===== src/rtl/bus_region_decoder.sv =====
// rtl/bus_region_decoder.sv - registered base/mask bus region decoder with wait-state ready handshake
module bus_region_decoder #(
  parameter int                ADDR_W      = 16,
  parameter int                NUM_REGIONS = 4,
  parameter int                WS_W        = 4,
  parameter logic [ADDR_W-1:0] R0_BASE     = 16'h0000,
  parameter logic [ADDR_W-1:0] R0_MASK     = 16'hF000,
  parameter int                R0_WS       = 0,
  parameter logic [ADDR_W-1:0] R1_BASE     = 16'hF000,
  parameter logic [ADDR_W-1:0] R1_MASK     = 16'hF000,
  parameter int                R1_WS       = 8
) (
  input  logic                   clk,
  input  logic                   rst_n,
  input  logic                   bus_valid,
  input  logic [ADDR_W-1:0]      address,
  input  logic                   cfg_we,
  input  logic [2:0]             cfg_idx,
  input  logic [ADDR_W-1:0]      cfg_base,
  input  logic [ADDR_W-1:0]      cfg_mask,
  input  logic [WS_W-1:0]        cfg_ws,
  input  logic                   cfg_en,
  output logic [NUM_REGIONS-1:0] cs,
  output logic                   bus_ready,
  output logic                   busy,
  output logic                   unmapped
);

  localparam int IDX_W = (NUM_REGIONS > 1) ? $clog2(NUM_REGIONS) : 1;

  typedef enum logic [1:0] {
    S_IDLE = 2'd0,
    S_WAIT = 2'd1,
    S_HOLD = 2'd2
  } state_t;

  logic [ADDR_W-1:0] r_base [NUM_REGIONS];
  logic [ADDR_W-1:0] r_mask [NUM_REGIONS];
  logic [WS_W-1:0]   r_ws   [NUM_REGIONS];
  logic              r_en   [NUM_REGIONS];

  state_t            r_state;
  logic [IDX_W-1:0]  r_idx;
  logic              r_mapped;
  logic [WS_W-1:0]   r_ws_cnt;

  state_t            w_state_nxt;
  logic [IDX_W-1:0]  w_idx_nxt;
  logic              w_mapped_nxt;
  logic [WS_W-1:0]   w_cnt_nxt;

  logic              w_hit;
  logic [IDX_W-1:0]  w_hit_idx;
  logic [WS_W-1:0]   w_hit_ws;

  // Region table: parameter defaults on reset, out-of-range indices never match a slot
  always_ff @(posedge clk or negedge rst_n) begin
    if (!rst_n) begin
      for (int i = 0; i < NUM_REGIONS; i++) begin
        if (i == 0) begin
          r_base[i] <= R0_BASE;
          r_mask[i] <= R0_MASK;
          r_ws[i]   <= WS_W'(R0_WS);
          r_en[i]   <= 1'b1;
        end else if (i == 1) begin
          r_base[i] <= R1_BASE;
          r_mask[i] <= R1_MASK;
          r_ws[i]   <= WS_W'(R1_WS);
          r_en[i]   <= 1'b1;
        end else begin
          r_base[i] <= '0;
          r_mask[i] <= '0;
          r_ws[i]   <= '0;
          r_en[i]   <= 1'b0;
        end
      end
    end else begin
      for (int i = 0; i < NUM_REGIONS; i++) begin
        if (cfg_we && (cfg_idx == 3'(i))) begin
          r_base[i] <= cfg_base;
          r_mask[i] <= cfg_mask;
          r_ws[i]   <= cfg_ws;
          r_en[i]   <= cfg_en;
        end
      end
    end
  end

  // Priority match: scan high to low so the lowest hitting index is left standing
  always_comb begin
    w_hit     = 1'b0;
    w_hit_idx = '0;
    w_hit_ws  = '0;
    for (int i = NUM_REGIONS - 1; i >= 0; i--) begin
      if (r_en[i] && ((address & r_mask[i]) == (r_base[i] & r_mask[i]))) begin
        w_hit     = 1'b1;
        w_hit_idx = IDX_W'(i);
        w_hit_ws  = r_ws[i];
      end
    end
  end

  // Access state, latched winner and wait-state counter
  always_ff @(posedge clk or negedge rst_n) begin
    if (!rst_n) begin
      r_state  <= S_IDLE;
      r_idx    <= '0;
      r_mapped <= 1'b0;
      r_ws_cnt <= '0;
    end else begin
      r_state  <= w_state_nxt;
      r_idx    <= w_idx_nxt;
      r_mapped <= w_mapped_nxt;
      r_ws_cnt <= w_cnt_nxt;
    end
  end

  // Next state: counter holds ws-1 on entry to WAIT so HOLD lands exactly ws cycles later
  always_comb begin
    w_state_nxt  = r_state;
    w_idx_nxt    = r_idx;
    w_mapped_nxt = r_mapped;
    w_cnt_nxt    = r_ws_cnt;
    case (r_state)
      S_IDLE: begin
        if (bus_valid) begin
          w_idx_nxt    = w_hit_idx;
          w_mapped_nxt = w_hit;
          if (!w_hit || (w_hit_ws == '0)) begin
            w_state_nxt = S_HOLD;
            w_cnt_nxt   = '0;
          end else begin
            w_state_nxt = S_WAIT;
            w_cnt_nxt   = w_hit_ws - WS_W'(1);
          end
        end
      end
      S_WAIT: begin
        if (!bus_valid) begin
          w_state_nxt = S_IDLE;
          w_cnt_nxt   = '0;
        end else if (r_ws_cnt == '0) begin
          w_state_nxt = S_HOLD;
        end else begin
          w_cnt_nxt = r_ws_cnt - WS_W'(1);
        end
      end
      S_HOLD: begin
        if (!bus_valid) begin
          w_state_nxt = S_IDLE;
        end
      end
      default: begin
        w_state_nxt = S_IDLE;
      end
    endcase
  end

  // One-hot chip select from the latched winner while an access is live
  always_comb begin
    cs = '0;
    for (int i = 0; i < NUM_REGIONS; i++) begin
      cs[i] = (r_state != S_IDLE) && r_mapped && (r_idx == IDX_W'(i));
    end
  end

  assign busy      = (r_state != S_IDLE);
  assign bus_ready = (r_state == S_HOLD);
  assign unmapped  = (r_state != S_IDLE) && !r_mapped;

endmodule


===== config.mk =====
export PLATFORM = sky130hd
export DESIGN_NAME = bus_region_decoder
export DESIGN_NICKNAME = d
export VERILOG_FILES = /design/src/rtl/bus_region_decoder.sv
export SDC_FILE = /design/constraint.sdc
export NUM_CORES = 1
export LEC_CHECK = 0
export ABC_AREA = 1
export BUFFER_PORTS_ARGS = -buffer_cell sky130_fd_sc_hd__buf_4
export CAP_MARGIN = 10
export CORE_UTILIZATION = 60
export DETAILED_ROUTE_END_ITERATION = 16
export PLACE_DENSITY_LB_ADDON = 0.08
export SETUP_SLACK_MARGIN = 0.4
export SLEW_MARGIN = 20
export SYNTH_ARGS = -nofsm -noshare
export SYNTH_HDL_FRONTEND = slang
export SYNTH_SLANG_ARGS = --single-unit

===== constraint.sdc =====
create_clock -name clk -period 5.85 [get_ports clk]
set_input_delay 0.585 -clock clk [delete_from_list [all_inputs] [get_ports clk]]
set_output_delay 0.585 -clock clk [all_outputs]
set_load 0.01 [all_outputs]

* Word level (Yosys, flattened, before mapping)
Index checks and enable logic that the tools add are counted.
** Word-level totals
- Register bits after elaboration :: 157
- Output and inout port bits :: 7
- Word-level logic and storage cells :: 96
** Operators by class
- $add $sub $neg :: 2
- Eq/ne operators :: 16
- Muxes and demuxes :: 23
- Bitwise logic cells :: 8
- Reductions and logical operators :: 27
** Operators by type and width (count)
- 16-bit AND :: 8
- 16-bit equality test :: 4
- 4-bit two-way mux :: 8
- 2-bit two-way mux :: 9
- 1-bit logical AND :: 14
- 4-bit zero test :: 2
- 4-bit case mux with 2 select lines :: 1
- 4-bit by 1-bit subtractor with 4-bit output, second input constant :: 2
- 2-bit equality test, second input constant :: 3
- 3-bit by 2-bit equality test with 1-bit output, second input constant :: 2
- 3-bit != test, second input constant :: 2
- 2-bit case mux with 3 select lines :: 1
- 3-bit AND reduction :: 2
- 2-bit by 1-bit equality test with 1-bit output, second input constant :: 2
- 2-bit zero test :: 2
- 1-bit two-way mux :: 4
- 2-bit != test, second input constant :: 2
- 2-bit nonzero test :: 2
- 3-bit by 1-bit equality test with 1-bit output, second input constant :: 1
- 3-bit zero test :: 1
- 1-bit zero test :: 2
- 2-bit AND reduction :: 1
- 1-bit logical OR :: 1

* Logic depth before layout (Yosys ltp)
Gate-level depths: netlist (run 1).
- Depth in word-level cells :: 12
- Depth in mapped cells :: 18
- Depth with buffers taken out :: 18

* Least setup slack after synthesis (run 1)
No wires, ideal clock.
- Path type :: in2reg
- Start point :: input port address[15]
- End point :: register r_ws_cnt[3]
- Setup time :: 123 ps
- Arrival time :: 2212 ps
- Slack :: 3515 ps
- Cell stages on the path :: 15
- Buffers on the path :: 1
- Path through :: buf_6 or2_1 nand3_2 nand3_1 nor2_1 nand3_2 nand2_1 nand2_1 a21boi_2 ha_1 nand3_2 o21bai_4 nor2_4 nand2_1 a21oi_2
** On the way
- Cells in the longest elaborated chain, start to end :: 12
- Elaborated cells on any way between the ends :: 27
- Those cells by class :: 1 x add/sub; 4 x eq/ne; 11 x mux; 4 x bitwise; 7 x reduce/logical
** RTL lines
- start: declaration :: line 16 : input logic [ADDR_W-1:0] address,
- parallel branches: the longest is 9 deep, another holds 4-bit by 1-bit subtractor with 4-bit output
- 4-bit two-way mux (*) :: line 129 : if (!w_hit || (w_hit_ws == '0)) begin
- 4-bit two-way mux (*) :: line 126 : if (bus_valid) begin
- 4-bit case mux with 2 select lines (*) :: line 124 : case (r_state)
- end signal: assignment :: line 114 : r_ws_cnt <= w_cnt_nxt;
- end: declaration :: line 45 : logic [WS_W-1:0] r_ws_cnt;
Mark *: on every way between the ends. The select of a mux whose other input is x is not followed.
A chain may end at the register's enable or synchronous reset.

* Worst setup path in the final report (run 1)
- Start point :: register r_base[61] (netlist bit)
- End point :: register r_ws_cnt[3]
** On the way
- Cells in the longest elaborated chain, start to end :: 9
- Elaborated cells on any way between the ends :: 12
- Those cells by class :: 1 x add/sub; 1 x eq/ne; 5 x mux; 1 x bitwise; 4 x reduce/logical
** RTL lines
- start: declaration :: line 37 : logic [ADDR_W-1:0] r_base [NUM_REGIONS];
- start signal: indexed assignment :: line 80 : r_base[i] <= cfg_base;
- 16-bit AND (*) :: line 95 : if (r_en[i] && ((address & r_mask[i]) == (r_base[i] & r_mask[i]))) begin
- 16-bit equality test (*) :: line 95
- 1-bit logical AND (*) :: line 95
- parallel branches: the longest is 3 deep, another holds 4-bit by 1-bit subtractor with 4-bit output
- 4-bit two-way mux (*) :: line 129
- 4-bit two-way mux (*) :: line 126
- 4-bit case mux with 2 select lines (*) :: line 124
Marked as above.

==> results.toml, run 1 <==
[clock_network]
clk_path_buf_depth = 2
insertion_delay_ns = 0.42
postCtsHoldBufs = 0
tritoncts = "yes"
cts_resized = 0
root_buffer = "clkbuf_16"
numCtsBuffers = 17
cts_sinks = 157
clkTransAtPathRegs_ns = 0.06
post_cts_buffers = 0
cts-htree-levels = 4

[power_and_ir_drop]
p_leak_uw = 0.00444
power.density_nw_per_um2 = 362
p_sw_uw = 958
intPower_uw = 2210
power_frac_seq = 0.460
p_sw_frac = 0.302
p_comb_frac = 0.202
p_clk_frac = 0.338
peakVddDrop_mv = 0.246

[logic_synthesis]
synth_seq_cells = 157
synth_cell_types = 39
avgSynthCellArea_sq_um = 7.89
synthArstFlopShare = 1.00
yosysTopAreaCell = "dfrtp_1"
synthTopCellsByArea = "dfrtp_1, nand2_1, o21ai_0"
synth_edf_count = 0
postSynthCellCount = 961
ys_warn_count = 0
netlist.area_leader.share = 0.469
synth_ff_type = "dfrtp_1"
ys_seq_area_frac = 0.521
synth_fp_nets = 1024
syn_area_sq_um = 7580

[detailed_routing]
drt-met1-wl_mm = 7.87
wl_met2_mm = 7.88
drc = 0
routed_wl_mm = 16.8
first_pass_iters = 6
viasPerCell = 5.22
met3_wirelength_um = 814
final_antenna_net_count = 0
wl_per_cell_um = 14.1
via_count = 6224
highest_layer = "met4"
drtIter0Drc = 453

[global_route]
grt_pass1_vias = 5867
antenna_found_initial = 0
grt-ovfl-total = 0
grt_pass1_wl_mm = 28.4
track_usage = 0.284
grt_max_degree = 84

[floorplanning]
initial_core_util = 0.623
core_area_sq_um = 12200
rows = 40
dieArea_sq_um = 13100
fp.dieH_um = 114
ioPinCount = 67
die_width_um = 114

[critical_path]
end_kind = "flop"
startpoint_type = "flop"
cp.arrival_ns = 2.84
path_max_fanout = 7
worstPathRequired_ns = 6.15
path_class = "flop to flop"

[finish]
final_util = 0.720
diodes = 0
syn2layout_area_growth_pct = 15.5
layout_commonest_cell = "nand2_1"
final_cells = 1192
nNetsFinal = 1075
final_cell_mix = "nand2_1, o21ai_0, dfrtp_1, inv_1, nor2_1"
post_route_cells_drive_above_1_share = 0.148

[worst_hold_path]
hold_path_class = "input pin to async pin"

[sta]
finalHoldWorstSlack_ns = 0.170
grt_setup_unrepaired = "no"
relSlewSlack = 0.508
worstMarginPinSlew_ns = 0.738
skew_ns = 0.00523
finalHoldViolations = 0
post-route-min-period_ns = 2.55
setup_tns_ns = 0
fin_ws_ns = 3.30
finalSetupViolations = 0
finalCritPeriodShare = 0.435
final_max_slew_viol_count = 0
clock.fmax_mhz = 393

[placed_design]
finalWeightedCongestion = 0.882
preCtsSetupSlack_ns = 2.94
io_buffers = 66
hpwl_mm = 11.3
post-place-cells = 1161

[run]
drv_cap = 0

[status]
run_status = "complete, no violations"
-- sequential cells by signal, indices dropped and copies added, names as in the netlist --
register / cells
r_ws: 16
r_idx: 2
r_ws_cnt: 4
r_en: 4
r_base: 64
r_mapped: 1
r_mask: 64
r_state: 2
-- cells by family after synthesis --
| group | synth area share |
|---|---|
| buf+inv | 0.0744 |
| flops | 0.521 |
| simple gates | 0.258 |
| compound gates | 0.139 |
| fa+ha+maj | 0.00495 |
| xor+xnor | 0.00231 |
-- worst max-delay path: stages, from the launching register on --
cell	delay, ns
dfrtp_1	0.40
nor2_1	0.09
nor2_1	0.05
nor2_1	0.28
nand3_1	0.16
nor2_1	0.18
nand3_2	0.18
nand2_1	0.11
inv_1	0.07
a21oi_4	0.19
ha_1	0.22
nand3_2	0.11
o21bai_4	0.17
nor2_4	0.06
nand2_1	0.10
a21oi_2	0.06
-- synth_stat cells, types with 3 or more instances --
cell / n
nand3_2: 5
nand3b_1: 3
dfstp_2: 15
nand4_1: 5
nor3_1: 6
inv_1: 100
nor2_2: 4
dfrtp_1: 142
clkbuf_1: 32
o21ai_0: 162
nand3_1: 51
o22ai_1: 3
ha_1: 3
buf_2: 4
nor2_1: 73
nand2_2: 5
or2_1: 7
o21a_1: 3
buf_6: 3
nor2_4: 4
o21ai_1: 5
a21oi_2: 4
inv_2: 3
a21oi_1: 12
nand2_1: 290
-- per-stage QoR --
| stage | total power, uW | instance area (sq um) |
|---|---|---|
| final | 3170 | 8750 |
| after global routing | 3360 | 8750 |
| after CTS | 3190 | 8750 |
| after detailed placement | 2110 | 8170 |
| after global placement | 2080 | 8170 |
| after floorplan | 1890 | 7580 |
-- cell type report --
type                       instances  area (sq um)
clock inverter                    10           116
sequential                       157          3950
tap                              168           210
multi-input combinational        661          3090
timing repair buffer              71           541
clock buffer                      21           460
inverter                         104           390
fill                            1015          3410
-- metal layers --
layer / GRT usage / up-vias
li1: - / 3161
met1: 0.390 / 2889
met2: 0.457 / 155
met3: 0.0603 / 19
met4: 0.0848 / 0
met5: 0 / -
-- worst paths after layout --
kind	end	cells past startpoint	slack [ns]	start
hold / removal	r_base[0]$_DFFE_PN0P_	1	0.17	rst_n
max in group asynchronous	r_base[10]$_DFFE_PN0P_	2	4.54	rst_n
setup / recovery	r_ws_cnt[3]$_DFFE_PN0P_	15	3.30	r_base[61]$_DFFE_PN0P_
min in group clk	r_state[1]$_DFFE_PN0P_	3	0.43	bus_valid
setup reg to reg	r_ws_cnt[3]$_DFFE_PN0P_	15	3.30	r_base[61]$_DFFE_PN0P_
hold reg to reg	r_mask[53]$_DFFE_PN0P_	2	0.48	r_mask[53]$_DFFE_PN0P_
-- power groups by stage --
stage | clock network [uW] | logic (uW) | registers (uW)
floorplan | 0 | 454 | 1430
global placement | 0 | 615 | 1470
detailed placement | 0 | 636 | 1470
CTS | 1090 | 644 | 1460
global route | 1130 | 742 | 1480
finish | 1070 | 639 | 1460
Power figures use the tool's default switching activity.
==> run 2: changes to the inputs <==
- ABC_AREA: 1 -> 0
- CORE_UTILIZATION: 60 -> 53
- clock period: 5.85 -> 2.17 ns (I/O delays scaled with it)
==> results.toml, run 2 <==
[sta]
clock.fmax_mhz = 374
grt_setup_unrepaired = "yes"
finalCritPeriodShare = 1.23
fin_ws_ns = -0.507
setup_tns_ns = -2.75
post-route-min-period_ns = 2.68
final_max_slew_viol_count = 0
worstMarginPinSlew_ns = 0.616
relSlewSlack = 0.590
finalHoldWorstSlack_ns = 0.0353
skew_ns = 0.00657
finalSetupViolations = 6
finalHoldViolations = 0

[floorplanning]
ioPinCount = 67
core_area_sq_um = 13200
initial_core_util = 0.542
die_width_um = 118
dieArea_sq_um = 14000
fp.dieH_um = 118
rows = 42

[placed_design]
post-place-cells = 804
io_buffers = 66
hpwl_mm = 10.9
placed_area_sq_um = 8270
finalWeightedCongestion = 0.947

[power_and_ir_drop]
peakVddDrop_mv = 0.876
power.density_nw_per_um2 = 980
p_leak_uw = 0.00400

[finish]
final_cells = 844
fillers = 939
final_cell_mix = "mux2_2, dfrtp_1, buf_4, xor2_1, nand2_1"
diodes = 0
post_route_cells_drive_above_1_share = 0.524
reg_top3 = "r_base x64, r_mask x64, r_ws x16"
layout_commonest_cell = "mux2_2"
nNetsFinal = 718
syn2layout_area_growth_pct = 27.7
final_util = 0.692
fin_area_sq_um = 9130

[logic_synthesis]
avgSynthCellArea_sq_um = 13.4
synth_commonest_cells = "mux2_2, dfrtp_1, xor2_1"
synth_seq_cells = 157
synthArstFlopShare = 1.00
synth.most_common_cell = "mux2_2"
ys_warn_count = 0
syn_area_sq_um = 7150
synth_ff_type = "dfrtp_1"
yosysTopAreaCell = "dfrtp_1"
ys_seq_area_frac = 0.552
postSynthCellCount = 532
synth_edf_count = 0
synth_cell_types = 46
netlist.area_leader.share = 0.497
synth_fp_nets = 595
synthTopCellsByArea = "dfrtp_1, mux2_2, xor2_1"

[detailed_routing]
drc = 0
via_count = 4708
viasPerCell = 5.58
final_antenna_net_count = 0
first_pass_iters = 4
routed_wl_mm = 16.1
drtIter0Drc = 289
wl_per_cell_um = 19.1

[clock_network]
insertion_delay_ns = 0.42
cts-htree-levels = 4
clkTransAtPathRegs_ns = 0.06
root_buffer = "clkbuf_16"
clk_path_buf_depth = 2
numCtsBuffers = 17
tritoncts = "yes"
cts_sinks = 157

[worst_hold_path]
min-delay-start = "cfg_ws[2]"
hold_path_class = "input pin to flop"
min_to = "r_ws[10]$_DFFE_PN0P_"
hold_path_depth = 3

[critical_path]
path_max_fanout = 4
startpoint_type = "flop"
path_buf_inv = 1
reg2reg_depth = 11
worstPathRequired_ns = 2.51
path_class = "flop to flop"
worstSetupStartpoint = "r_base[13]$_DFFE_PN0P_"
worstReg2RegStart = "r_base[13]$_DFFE_PN0P_"
crit_slowest_cell = "dfrtp_1"
crit_family = "compound AO/OA/AOI/OAI gates"
cpPeakStageDelay_ns = 0.38
cp.arrival_ns = 3.01
worst_r2r_endpoint = "r_ws_cnt[0]$_DFFE_PN0P_"
r2r_setup_slack_ns = -0.51
worstPathCellList = "xor2_1 > a222oi_1 > buf_4 > nor3b_4 > nand3_2 > a211oi_2 > a21oi_2 > ha_4 > nand3b_1 > and4b_1 > a2bb2oi_1"
end_kind = "flop"

[status]
run_status = "finished, violations left"
violations = "setup timing"

[global_route]
grt_pass1_vias = 4970
antenna_found_initial = 0
grt_max_degree = 61
track_usage = 0.251
grt-ovfl-total = 0
grt_pass1_wl_mm = 26.3

[run]
drv_cap = 0
run 2: where the power goes:
group          internal [uW]  total, uW  switching (uW)
Combinational           1110       2010             903
Sequential              3610       4010             406
Clock                   1790       2930            1140
Total                   6500       8950            2450
run 2: timing repair:
| item | 4_1_cts | 5_1_grt |
|---|---|---|
| setup buffers | 7 | 0 |
| setup endpoints to repair | 9 | 13 |
| hold endpoints to repair | 54 | 0 |
| gates resized for setup | 29 | 12 |
| hold buffers | 1 | 0 |
| pin swaps | 18 | 3 |
run 2: stage by stage:
stage          worst slack [ns]  power [uW]
5_1_grt                  -0.685        9360
4_1_cts                  -0.489        8960
6_report                 -0.507        8950
2_1_floorplan            -0.151        5040
3_5_place_dp             -0.613        5870
3_3_place_gp             -0.524        5780
run 2: layer usage:
| metal | up-vias | wire length (um) | global-route usage |
|---|---|---|---|
| li1 | 2175 | - | - |
| met1 | 2436 | 7220 | 0.335 |
| met2 | 82 | 8170 | 0.410 |
| met3 | 15 | 555 | 0.0557 |
| met4 | 0 | 184 | 0.0785 |
| met5 | - | 0 | 0 |
run 2: worst max path at each step:
stage	slack (ns)	depth (start not counted)	endpoint
after floorplan	-0.15	10	r_ws_cnt[0]$_DFFE_PN0P_
after global placement	-0.52	11	r_ws_cnt[0]$_DFFE_PN0P_
after detailed placement	-0.61	12	r_ws_cnt[0]$_DFFE_PN0P_
after CTS	-0.49	11	r_ws_cnt[0]$_DFFE_PN0P_
after global routing	-0.69	12	r_ws_cnt[0]$_DFFE_PN0P_
final	-0.51	11	r_ws_cnt[0]$_DFFE_PN0P_
run 2: cells by family after synthesis:
family | after synthesis | share of synthesized area
AO/OA/AOI/OAI | 66 | 0.0657
multiplexers | 145 | 0.228
adder cells (fa/ha/maj) | 3 | 0.00525
buffers and inverters | 24 | 0.0140
XOR/XNOR | 64 | 0.0784
flip-flops | 157 | 0.552
AND/OR/NAND/NOR | 73 | 0.0560
run 2: tightest hold or removal path, cell delays in order:
cell,delay [ns]
buf_4,0.10
nand2_1,0.04
o21ai_0,0.06
run 2: area by class of cell:
class / instances / area [sq um] / share of cell area
Multi-Input combinational cell: 351 / 3350 / 0.366
Inverter: 8 / 30.0 / 0.00329
Clock inverter: 9 / 110 / 0.0121
Timing Repair Buffer: 120 / 997 / 0.109
Tap cell: 176 / 220 / 0.0241
Sequential cell: 157 / 3950 / 0.433
Clock buffer: 23 / 478 / 0.0524
